[config.mk]
export PLATFORM = sky130hd
export DESIGN_NAME = clock_field_sequencer
export DESIGN_NICKNAME = d
export VERILOG_FILES = /design/src/rtl/clock_field_sequencer.sv
export SDC_FILE = /design/constraint.sdc
export NUM_CORES = 1
export LEC_CHECK = 0
export ABC_CLOCK_PERIOD_IN_PS = 2300
export CORE_MARGIN = 3
export CORE_UTILIZATION = 48
export DETAILED_ROUTE_END_ITERATION = 16
export PLACE_DENSITY = 0.76
export SLEW_MARGIN = 20
export SYNTH_ARGS = -nofsm -noshare
export SYNTH_HDL_FRONTEND = slang
export SYNTH_SLANG_ARGS = --single-unit
[constraint.sdc]
create_clock -name clk -period 2.3 [get_ports clk]
set_input_delay 0.46 -clock clk [delete_from_list [all_inputs] [get_ports clk]]
set_output_delay 0.46 -clock clk [all_outputs]
set_load 0.02 [all_outputs]
[src/rtl/clock_field_sequencer.sv]
// Clock field sequencer: walks the sec -> min -> hour carry chain on each 1 Hz tick and drives ALU field selects and op codes.
// Latency: op outputs one clk after tick/clr_req/set_inc; each field takes 1 op cycle + ALU_LATENCY wait cycles.
// Backpressure: one tick is queued while busy; a further tick is dropped and flagged on tick_overrun; set_inc while busy is ignored.
//
// Ports:
//   clk, rst_n     system clock, asynchronous active-low reset
//   tick           one-cycle 1 Hz time-base pulse
//   clr_req        one-cycle pulse, clear all fields (aborts any chain in flight)
//   set_inc        one-cycle pulse, increment set_field without carry (0 sec, 1 min, 2 hour, 3 ignored)
//   wrap_in        ALU flag: the field just operated on wrapped to 0
//   pla            one-hot field select (bit0 sec, bit1 min, bit2 hour); 111 only for clear
//   s0/s1/s2       op codes for sec/min/hour: 00 HOLD, 01 INC, 10 CLR
//   busy           high whenever the FSM is not IDLE
//   tick_overrun   sticky: a tick was lost; cleared by reset or clr_req
//   day_tick       (only with DAY_TICK_OUT_EN) one-cycle pulse when hours wrap
//
// Build option: define DAY_TICK_OUT_EN to add the day_tick output.
// ALU_LATENCY: cycles from the op cycle to a valid wrap_in sample, legal 1..7.

module clock_field_sequencer #(
    parameter int ALU_LATENCY = 2
) (
    input  logic       clk,
    input  logic       rst_n,
    input  logic       tick,
    input  logic       clr_req,
    input  logic       set_inc,
    input  logic [1:0] set_field,
    input  logic       wrap_in,
    output logic [2:0] pla,
    output logic [1:0] s0,
    output logic [1:0] s1,
    output logic [1:0] s2,
    output logic       busy,
    output logic       tick_overrun
`ifdef DAY_TICK_OUT_EN
    ,
    output logic       day_tick
`endif
);

    localparam logic [1:0] OP_HOLD = 2'b00;
    localparam logic [1:0] OP_INC  = 2'b01;
    localparam logic [1:0] OP_CLR  = 2'b10;

    // The wait state is entered with LAT-1 and samples wrap_in when the
    // counter reads 0, so the sample lands exactly ALU_LATENCY cycles after
    // the op cycle.
    localparam logic [2:0] WAIT_LOAD = 3'(ALU_LATENCY - 1);

    typedef enum logic [3:0] {
        IDLE,
        SEC_OP,
        SEC_WAIT,
        MIN_OP,
        MIN_WAIT,
        HOUR_OP,
        HOUR_WAIT,
        CLR_OP,
        SET_OP
    } state_t;

    state_t     state;
    logic       pending;
    logic [2:0] wait_cnt;

    // All outputs are registered and decoded from the state being entered,
    // so pla/s*/busy line up with the state they describe.
    always_ff @(posedge clk or negedge rst_n) begin
        if (!rst_n) begin
            state        <= IDLE;
            pla          <= 3'b000;
            s0           <= OP_HOLD;
            s1           <= OP_HOLD;
            s2           <= OP_HOLD;
            busy         <= 1'b0;
            tick_overrun <= 1'b0;
            pending      <= 1'b0;
            wait_cnt     <= 3'd0;
`ifdef DAY_TICK_OUT_EN
            day_tick     <= 1'b0;
`endif
        end else begin
            // Outside an op cycle every field holds.
            pla  <= 3'b000;
            s0   <= OP_HOLD;
            s1   <= OP_HOLD;
            s2   <= OP_HOLD;
            busy <= 1'b0;
`ifdef DAY_TICK_OUT_EN
            day_tick <= 1'b0;
`endif
            if (clr_req) begin
                // Clear wins over everything: any carry in flight and any
                // queued or simultaneous tick are discarded, since the clear
                // defines the new time.
                state        <= CLR_OP;
                pla          <= 3'b111;
                s0           <= OP_CLR;
                s1           <= OP_CLR;
                s2           <= OP_CLR;
                busy         <= 1'b1;
                pending      <= 1'b0;
                tick_overrun <= 1'b0;
                wait_cnt     <= 3'd0;
            end else begin
                // One-deep tick queue. A tick that cannot be served this edge
                // is parked in pending; with pending already full it is lost.
                if (tick && (state != IDLE || pending)) begin
                    if (pending) begin
                        tick_overrun <= 1'b1;
                    end else begin
                        pending <= 1'b1;
                    end
                end

                case (state)
                    IDLE: begin
                        if (tick || pending) begin
                            state   <= SEC_OP;
                            pla     <= 3'b001;
                            s0      <= OP_INC;
                            busy    <= 1'b1;
                            pending <= 1'b0;
                        end else if (set_inc && (set_field != 2'd3)) begin
                            state <= SET_OP;
                            busy  <= 1'b1;
                            case (set_field)
                                2'd0: begin
                                    pla <= 3'b001;
                                    s0  <= OP_INC;
                                end
                                2'd1: begin
                                    pla <= 3'b010;
                                    s1  <= OP_INC;
                                end
                                default: begin
                                    pla <= 3'b100;
                                    s2  <= OP_INC;
                                end
                            endcase
                        end else begin
                            state <= IDLE;
                        end
                    end

                    SEC_OP: begin
                        state    <= SEC_WAIT;
                        wait_cnt <= WAIT_LOAD;
                        busy     <= 1'b1;
                    end

                    SEC_WAIT: begin
                        if (wait_cnt != 3'd0) begin
                            wait_cnt <= wait_cnt - 3'd1;
                            busy     <= 1'b1;
                        end else if (wrap_in) begin
                            state <= MIN_OP;
                            pla   <= 3'b010;
                            s1    <= OP_INC;
                            busy  <= 1'b1;
                        end else begin
                            state <= IDLE;
                        end
                    end

                    MIN_OP: begin
                        state    <= MIN_WAIT;
                        wait_cnt <= WAIT_LOAD;
                        busy     <= 1'b1;
                    end

                    MIN_WAIT: begin
                        if (wait_cnt != 3'd0) begin
                            wait_cnt <= wait_cnt - 3'd1;
                            busy     <= 1'b1;
                        end else if (wrap_in) begin
                            state <= HOUR_OP;
                            pla   <= 3'b100;
                            s2    <= OP_INC;
                            busy  <= 1'b1;
                        end else begin
                            state <= IDLE;
                        end
                    end

                    HOUR_OP: begin
                        state    <= HOUR_WAIT;
                        wait_cnt <= WAIT_LOAD;
                        busy     <= 1'b1;
                    end

                    HOUR_WAIT: begin
                        if (wait_cnt != 3'd0) begin
                            wait_cnt <= wait_cnt - 3'd1;
                            busy     <= 1'b1;
                        end else begin
                            // Hours is the end of the chain; an hour wrap
                            // only matters to the calendar downstream.
                            state <= IDLE;
`ifdef DAY_TICK_OUT_EN
                            day_tick <= wrap_in;
`endif
                        end
                    end

                    // Single-cycle ops; SET_OP never waits for or uses wrap_in.
                    CLR_OP:  state <= IDLE;
                    SET_OP:  state <= IDLE;
                    default: state <= IDLE;
                endcase
            end
        end
    end

endmodule
==> results.toml, run 1 <==
[run_status]
status = "complete, no violations"

[clock_tree]
cts_resized = 0
cts_buffer_depth = 2
cts_tree = "built"
cts_max_level = 1
cts_buffers = 3
post_cts_buffers = 0
root_buffer = "clkbuf_4"
cts_num_sinks = 17
insertion_delay_ps = 280
cts_hold_buf = 0
clkTransAtPathRegs_ps = 90

[sta]
tns_ps = 0
min_period_over_period_pct = 80.83
fin_crit_ps = 1859
fin_worst_skew_ps = 3.858
slew_violations = 0
worstMarginPinSlew_ps = 483.3
clock.fmax_mhz = 537.9
hold_viol = 0
setup_viol = 0
rsz0062_at_grt = "no"
maxSlewHeadroom_pct = 67.51

[yosys]
synth_nets = 93
yosys.area_share.adder_pct = 2.882
synth-xor-area-share_pct = 1.009
yosysSeqAreaShare_pct = 48.99
synth_cells = 83
synth-simple-area-share_pct = 22.62
ys.flop_type = "dfrtp_1"
synth_area_sq_um = 868.3
synth.distinct_cells = 37
avgSynthCellArea_sq_um = 10.46
synthArstFlopShare_pct = 100.0
synth-edff-count = 0
synth-compound-area-share_pct = 13.83
synth_seq_cells = 17
yosysWarnings = 0
muxShareOfSynthArea_pct = 3.458
synth_top_family_by_area = "simple AND/OR/NAND/NOR gates"

[placement]
gp_congestion = 0.7100
dp_cells = 120
hpwl_um = 1206
io_buffer_count = 18

[drt]
viasPerCell = 5.484
drtAntennaViolNets = 0
vias = 680
wl_per_cell_um = 13.29
totalWireLength_um = 1648
drtPass1Iterations = 4
drc = 0
drt_iter0_drc = 8

[critical_path]
cp.required_ps = 2460
crit_start = "wait_cnt[0]"
crit_path_start_kind = "flop"
reg2reg_from = "wait_cnt[0]"
path_cells = "inv_1, ha_1, ha_1, o21ba_1, o21a_4, or4b_1"
critPathSlowestCell = "or4b_1"
cp_num_buf_inv = 1
cp_top_family = "simple AND/OR/NAND/NOR gates"
cp_max_fo = 6
cpMostUsedCell = "ha_1"
end_kind = "flop"
critPathKind = "flop to flop"
cpPeakStageDelay_ps = 460
arrival_ps = 2020

[layout]
diodes = 0
drive_gt1_share_pct = 8.000
final_common_cell = "clkdlybuf4s50_1"
final_nets = 111
area_growth_syn_to_layout_pct = 23.05
layout_common_cells = "clkdlybuf4s50_1, dfrtp_1, nor2_1, nor4_1, a21oi_1"
finalNonFillerCells = 124

[floorplan]
die_y_um = 48.53
ios = 19
num_rows = 14
initial_utilization_pct = 54.47
dieArea_sq_mm = 0.002355
die_w_um = 48.53
core_area_sq_mm = 0.001594

[pwr]
pwr-share-seq_pct = 48.3
netSwitchingFraction_pct = 32.77
internal_power_uw = 532.8
p_per_area_mw_per_mm2 = 741.6
ir_worst_vdd_v = 0.0004538
leakage_nw = 0.4405
power_switching_uw = 259.7
clkPwrFrac_pct = 19.5
power_frac_comb_pct = 32.2

[grt]
grt_pass1_wl_um = 2960
grt_pass1_vias = 676
antenna_found_initial = 0
track_usage_pct = 15.90
grt_max_degree = 18
grt.overflow.total = 0

[hold_path]
hold_path.class = "primary input to async pin"

[run]
drv_cap = 0
## state kept, by name (all words and copies together), names as in the netlist
signal        cells
state             4
wait_cnt          3
tick_overrun      1
busy              1
s1                1
pending           1
pla               3
s2                1
s0                2
## cell families (layout without fill, tap and decap cells)
family	Yosys count	count (layout)
compound gates	17	17
xor+xnor	1	1
fa+ha+maj	2	2
buf+inv	10	27
flops	17	17
mux	3	3
simple gates	33	33
## power groups by stage
stage | Sequential [mW] | Clock, mW | Combinational (mW)
finish | 0.383 | 0.155 | 0.255
global route | 0.390 | 0.178 | 0.280
CTS | 0.382 | 0.160 | 0.256
detailed placement | 0.388 | 0 | 0.255
global placement | 0.386 | 0 | 0.246
floorplan | 0.373 | 0 | 0.204
## per-stage QoR
step | setup slack, ps | area, sq um | hold WS, ps | total power [mW] | utilization (%)
CTS | 451.5 | 1069 | 491.2 | 0.7985 | 67.03
detailed placement | 447.0 | 1042 | 478.1 | 0.6429 | 65.38
global placement | 467.2 | 1042 | 465.8 | 0.6311 | 65.38
finish | 441.0 | 1069 | 485.2 | 0.7924 | 67.03
global route | 384.8 | 1069 | 482.5 | 0.8481 | 67.03
floorplan | 583.9 | 868.3 | 164.4 | 0.5771 | -
## layer usage
metal | vias to the layer above | global-route usage (%) | wire, um
li1 | 330 | - | -
met1 | 328 | 18.15 | 716
met2 | 18 | 28.44 | 840
met3 | 4 | 3.374 | 69
met4 | 0 | 7.109 | 21
met5 | - | 0 | 0
## path summary, 6_finish.rpt
kind	to	slack [ps]	cells past startpoint
hold reg to reg	wait_cnt[0]	490	1
max in group asynchronous	state[0]	1620	2
min in group clk	wait_cnt[0]	490	1
hold / removal	s0[1]	490	2
setup / recovery	busy	440	6
setup reg to reg	busy	440	6
## cell usage after synthesis, types with 2 or more instances
| cell | count | area (sq um) |
|---|---|---|
| o21ai_1 | 2 | 10.01 |
| ha_1 | 2 | 25.02 |
| o21bai_1 | 2 | 15.01 |
| buf_2 | 2 | 10.01 |
| a21oi_1 | 4 | 20.02 |
| dfrtp_1 | 17 | 425.4 |
| buf_4 | 2 | 15.01 |
| nor3b_1 | 2 | 15.01 |
| nor3_1 | 3 | 15.01 |
| nor2_1 | 10 | 37.54 |
| or2_1 | 2 | 12.51 |
| nor4_1 | 4 | 25.02 |
| nand2b_1 | 2 | 12.51 |
| mux2i_1 | 3 | 30.03 |
| inv_1 | 3 | 11.26 |
| buf_6 | 2 | 22.52 |
## worst register-to-register path, cell delays in order (launching register included)
cell and delay (ps):
dfrtp_1 400, inv_1 70, ha_1 140, ha_1 270, o21ba_1 190, o21a_4 210
or4b_1 460
## cell type report
cell class	instances	area (sq um)
Fill cell	121	525.5
Sequential cell	17	425.4
Multi-Input combinational cell	56	380.4
Timing Repair Buffer	20	195.2
Tap cell	24	30.03
Clock buffer	4	26.28
Inverter	3	11.26
No activity file was read; power rests on OpenSTA's default activity.
==> run 2, diff against run 1 <==
Settings changed: ABC_CLOCK_PERIOD_IN_PS 2300 to 1750.
Clock period 2.3 ns to 1.75 ns, I/O delays scaled along.
==> run 2 against run 1 <==
Net effect:
- utilization up 4.3 points
- cell count up 6.5%
- via count up 3.5%
- largest power group unchanged
- highest routed layer unchanged
==> results.toml, run 2 (synthesized netlist as in run 1, its figures left out) <==
[critical_path]
cp_max_fo = 3
r2r_setup_slack_ps = 60
crit_path_start_kind = "flop"
cp.required_ps = 1920
end_kind = "flop"
crit_start = "wait_cnt[0]"
crit_end = "busy"
regToRegEndpoint = "busy"
reg2reg_from = "wait_cnt[0]"
critPathKind = "flop to flop"
ff2ff_path_depth = 6
arrival_ps = 1860

[sta]
fin_crit_ps = 1692
setup_ws_ps = 58.15
maxSlewHeadroom_pct = 71.73
worstMarginPinSlew_ps = 420.2
tns_ps = 0
fin_worst_skew_ps = 1.179
clock.fmax_mhz = 591.1
rsz0062_at_grt = "no"
min_period_over_period_pct = 96.68
setup_viol = 0
hold_viol = 0
slew_violations = 0

[floorplan]
dieArea_sq_mm = 0.002355
die_y_um = 48.53
num_rows = 14
core_area_sq_mm = 0.001594
ios = 19
initial_utilization_pct = 54.47
die_w_um = 48.53

[clock_tree]
clkTransAtPathRegs_ps = 100
cts_buffers = 3
root_buffer = "clkbuf_4"
cts_tree = "built"
cts_max_level = 1
post_cts_buffers = 0
cts_buffer_depth = 2
cts_num_sinks = 17
cts_resized = 0
insertion_delay_ps = 290
cts_hold_buf = 0

[drt]
drt-met1-wl_um = 785
topRoutingLayerUsed = "met4"
vias = 704
wl_met2_um = 988
drtAntennaViolNets = 0
wl_per_cell_um = 14.26
totalWireLength_um = 1882
wl_met3_um = 75
drt_iter0_drc = 19
viasPerCell = 5.333
drc = 0
drtPass1Iterations = 4

[run_status]
status = "complete, no violations"

[pwr]
leakage_nw = 0.4784
power_frac_comb_pct = 35.2
p_per_area_mw_per_mm2 = 969.6
internal_power_uw = 734.5
power_switching_uw = 368.2
pwr-share-seq_pct = 45.5
clkPwrFrac_pct = 19.3
ir_worst_vdd_v = 0.0005998
netSwitchingFraction_pct = 33.39

[layout]
diodes = 0
largest_reg_flops = 4
area_growth_syn_to_layout_pct = 30.98
finalNonFillerCells = 132
final_nets = 119
final_common_cell = "clkdlybuf4s50_1"
layout_common_cells = "clkdlybuf4s50_1, dfrtp_1, nor2_1, buf_4"
largest_register = "state"
top_regs = "state: 4 flops, pla: 3 flops, wait_cnt: 3 flops"
drive_gt1_share_pct = 15.74

[hold_path]
hold_path.class = "primary input to async pin"

[placement]
hpwl_um = 1410
io_buffer_count = 18
gp_congestion = 0.7481
place_ws_ps = 39.43
dp_cells = 128

[grt]
grt_pass1_wl_um = 3098
grt_max_degree = 18
antenna_found_initial = 0
grt_pass1_vias = 674
grt.overflow.total = 0
track_usage_pct = 17.50

[run]
drv_cap = 0
-- run 2: cell count changes in the layout (fill, tap and decap cells not counted), sizes merged --
cell,change
buf,+8
-- run 2: final cells by class --
| type | instances | area (sq um) |
|---|---|---|
| clock buffers | 4 | 26.28 |
| fillers | 118 | 456.7 |
| inverters | 3 | 11.26 |
| multi-input cells | 56 | 389.1 |
| flip-flops and latches | 17 | 425.4 |
| well taps | 24 | 30.03 |
| repair buffers | 28 | 255.2 |
-- run 2: worst min-delay path by stage --
stage	start	to	slack, ps	cells after the start
after CTS	rst_n	pla[2]	370	2
after floorplan	rst_n	busy	50	0
after global routing	rst_n	pla[0]	370	2
final	rst_n	pla[0]	370	2
after detailed placement	wait_cnt[0]	wait_cnt[0]	460	1
after global placement	wait_cnt[0]	wait_cnt[0]	470	1
-- run 2: through the flow --
step	hold slack (ps)	utilization, %	total power, mW	cell area [sq um]
after floorplan	54.41	-	0.7585	868.3
after global placement	466.1	69.15	0.8682	1102
after detailed placement	464.1	69.15	0.8885	1102
after CTS	372.1	70.80	1.099	1129
after global routing	370.7	71.35	1.169	1137
final	368.5	71.35	1.103	1137
-- run 2: power by group through the flow --
stage	registers, mW	clock network, mW	logic (mW)
after floorplan	0.491	0	0.268
after global placement	0.501	0	0.367
after detailed placement	0.504	0	0.384
after CTS	0.496	0.217	0.386
after global routing	0.512	0.235	0.422
final	0.502	0.213	0.388
-- run 2: worst max-delay path, cell delays in order, from the launching register on --
cell,delay (ps)
dfrtp_1,410
inv_2,60
ha_1,150
ha_1,150
o21ba_1,150
o21a_4,190
or4b_1,450
-- run 2: metal layers --
layer,up-vias,global-route usage [%]
li1,346,-
met1,338,20.40
met2,16,30.05
met3,4,4.294
met4,0,8.531
met5,-,0
==> run 3, diff against run 2 <==
Settings changed: CORE_MARGIN 3 to 1.
==> run 3 against run 2 <==
Net effect:
- the flow now finishes with violations (negative setup slack)
- sequential power hardly changed
- maximum frequency is 4.6% lower
- first-iteration DRC count is 74% lower
- via count is 0.43% higher
- register-to-register slack worse by 80 ps
==> results.toml, run 3 (synthesized netlist as in run 1, its figures left out) <==
[run_status]
status = "complete, but fails checks"
violations = "negative setup slack"

[critical_path]
arrival_ps = 1950
ff2ff_path_depth = 6
cp.required_ps = 1920
regToRegEndpoint = "busy"
r2r_setup_slack_ps = -20
end_kind = "flop"
cpPeakStageDelay_ps = 470
cpMostUsedCell = "ha_2"
path_cells = "inv_1, ha_2, ha_2, o21ba_4, o21a_4, or4b_4"
critPathKind = "flop to flop"
critPathSlowestCell = "or4b_4"
reg2reg_from = "wait_cnt[0]"
crit_start = "wait_cnt[0]"
crit_path_start_kind = "flop"
crit_end = "busy"
cp_max_fo = 3

[sta]
min_period_over_period_pct = 101.3
maxSlewHeadroom_pct = 67.33
rsz0062_at_grt = "yes"
slew_violations = 0
fin_worst_skew_ps = 1.081
hold_viol = 0
worstMarginPinSlew_ps = 485.9
clock.fmax_mhz = 564.0
fin_crit_ps = 1773
setup_viol = 1
setup_ws_ps = -22.98

[drt]
totalWireLength_um = 1729
drt_iter0_drc = 5
viasPerCell = 5.316
drc = 0
drtAntennaViolNets = 0
wl_per_cell_um = 13.00
vias = 707
drtPass1Iterations = 4

[grt]
grt.overflow.total = 0
grt_pass1_wl_um = 2642
grt_max_degree = 18
grt_pass1_vias = 612
track_usage_pct = 18.94
antenna_found_initial = 0

[layout]
top_regs = "state: 4 flops, pla: 3 flops, wait_cnt: 3 flops"
drive_gt1_share_pct = 18.52
largest_reg_flops = 4
layout_common_cells = "clkdlybuf4s50_1, dfrtp_1, nor2_1, buf_4"
diodes = 0
stdcell_area_sq_mm = 0.001145
area_growth_syn_to_layout_pct = 31.84
finalNonFillerCells = 133
final_common_cell = "clkdlybuf4s50_1"
largest_register = "state"
final_nets = 119

[floorplan]
dieArea_sq_mm = 0.001983
ios = 19
initial_utilization_pct = 50.84
core_area_sq_mm = 0.001708
num_rows = 15
die_y_um = 44.53
die_w_um = 44.53

[run]
drv_cap = 0

[placement]
gp_congestion = 0.7439
place_area_sq_mm = 0.001089
dp_cells = 127
hpwl_um = 1207
io_buffer_count = 18

[pwr]
leakage_nw = 0.4767
p_per_area_mw_per_mm2 = 992.2
ir_worst_vdd_v = 0.0005169
power_mw = 1.136

[clock_tree]
cts_tree = "built"
insertion_delay_ps = 290
cts_max_level = 1
cts_num_sinks = 17
cts_buffers = 3
cts_hold_buf = 0
root_buffer = "clkbuf_4"
cts_buffer_depth = 2
clkTransAtPathRegs_ps = 100

[hold_path]
hold_path.class = "primary input to async pin"
==> run 3: power breakdown <==
part | switching (mW) | total, mW | internal (mW)
combinational | 0.183 | 0.424 | 0.241
sequential | 0.0600 | 0.499 | 0.439
clock | 0.124 | 0.213 | 0.0889
==> run 3: final cells by class <==
cell class              count  area [sq um]
clock buffers               4         26.28
flip-flops and latches     17         425.4
inverters                   3         11.26
well taps                  25         31.28
fillers                   124         563.0
repair buffers             28         255.2
multi-input cells          56         395.4
==> run 3: worst min path at each step <==
stage,cells after the start,from,to
floorplan,0,rst_n,busy
global placement,1,wait_cnt[0],wait_cnt[0]
detailed placement,1,wait_cnt[0],wait_cnt[0]
CTS,2,rst_n,pla[1]
global route,2,rst_n,busy
finish,2,rst_n,state[3]
==> run 3: worst max-delay path, delay by kind of cell (launching register included) <==
kind,cells,cell delay [ps]
buf+inv,1,70
compound gates,2,360
simple gates,1,470
fa+ha+maj,2,350
flops,1,410
==> run 3: what timing repair did <==
action | 4_1_cts | 5_1_grt
endpoints found under the setup margin | 0 | 1
gates resized for setup | 0 | 4
buffers inserted | 0 | 2
==> run 3: through the flow <==
| stage | hold slack (ps) | setup slack [ps] | utilization (%) | setup TNS (ps) |
|---|---|---|---|---|
| finish | 362.2 | -22.98 | 67.03 | -22.98 |
| global placement | 462.2 | 43.13 | 63.74 | 0 |
| floorplan | 54.41 | 33.94 | - | 0 |
| global route | 376.4 | -75.49 | 67.03 | -97.24 |
| CTS | 363.4 | 23.03 | 65.27 | 0 |
| detailed placement | 474.4 | -6.835 | 63.74 | -6.835 |
==> run 3: routing by layer <==
metal | global-route usage, % | routed length, um | up-vias
li1 | - | - | 346
met1 | 23.56 | 757 | 336
met2 | 29.71 | 858 | 20
met3 | 2.449 | 61 | 5
met4 | 14.55 | 52 | 0
met5 | 0 | 0 | -
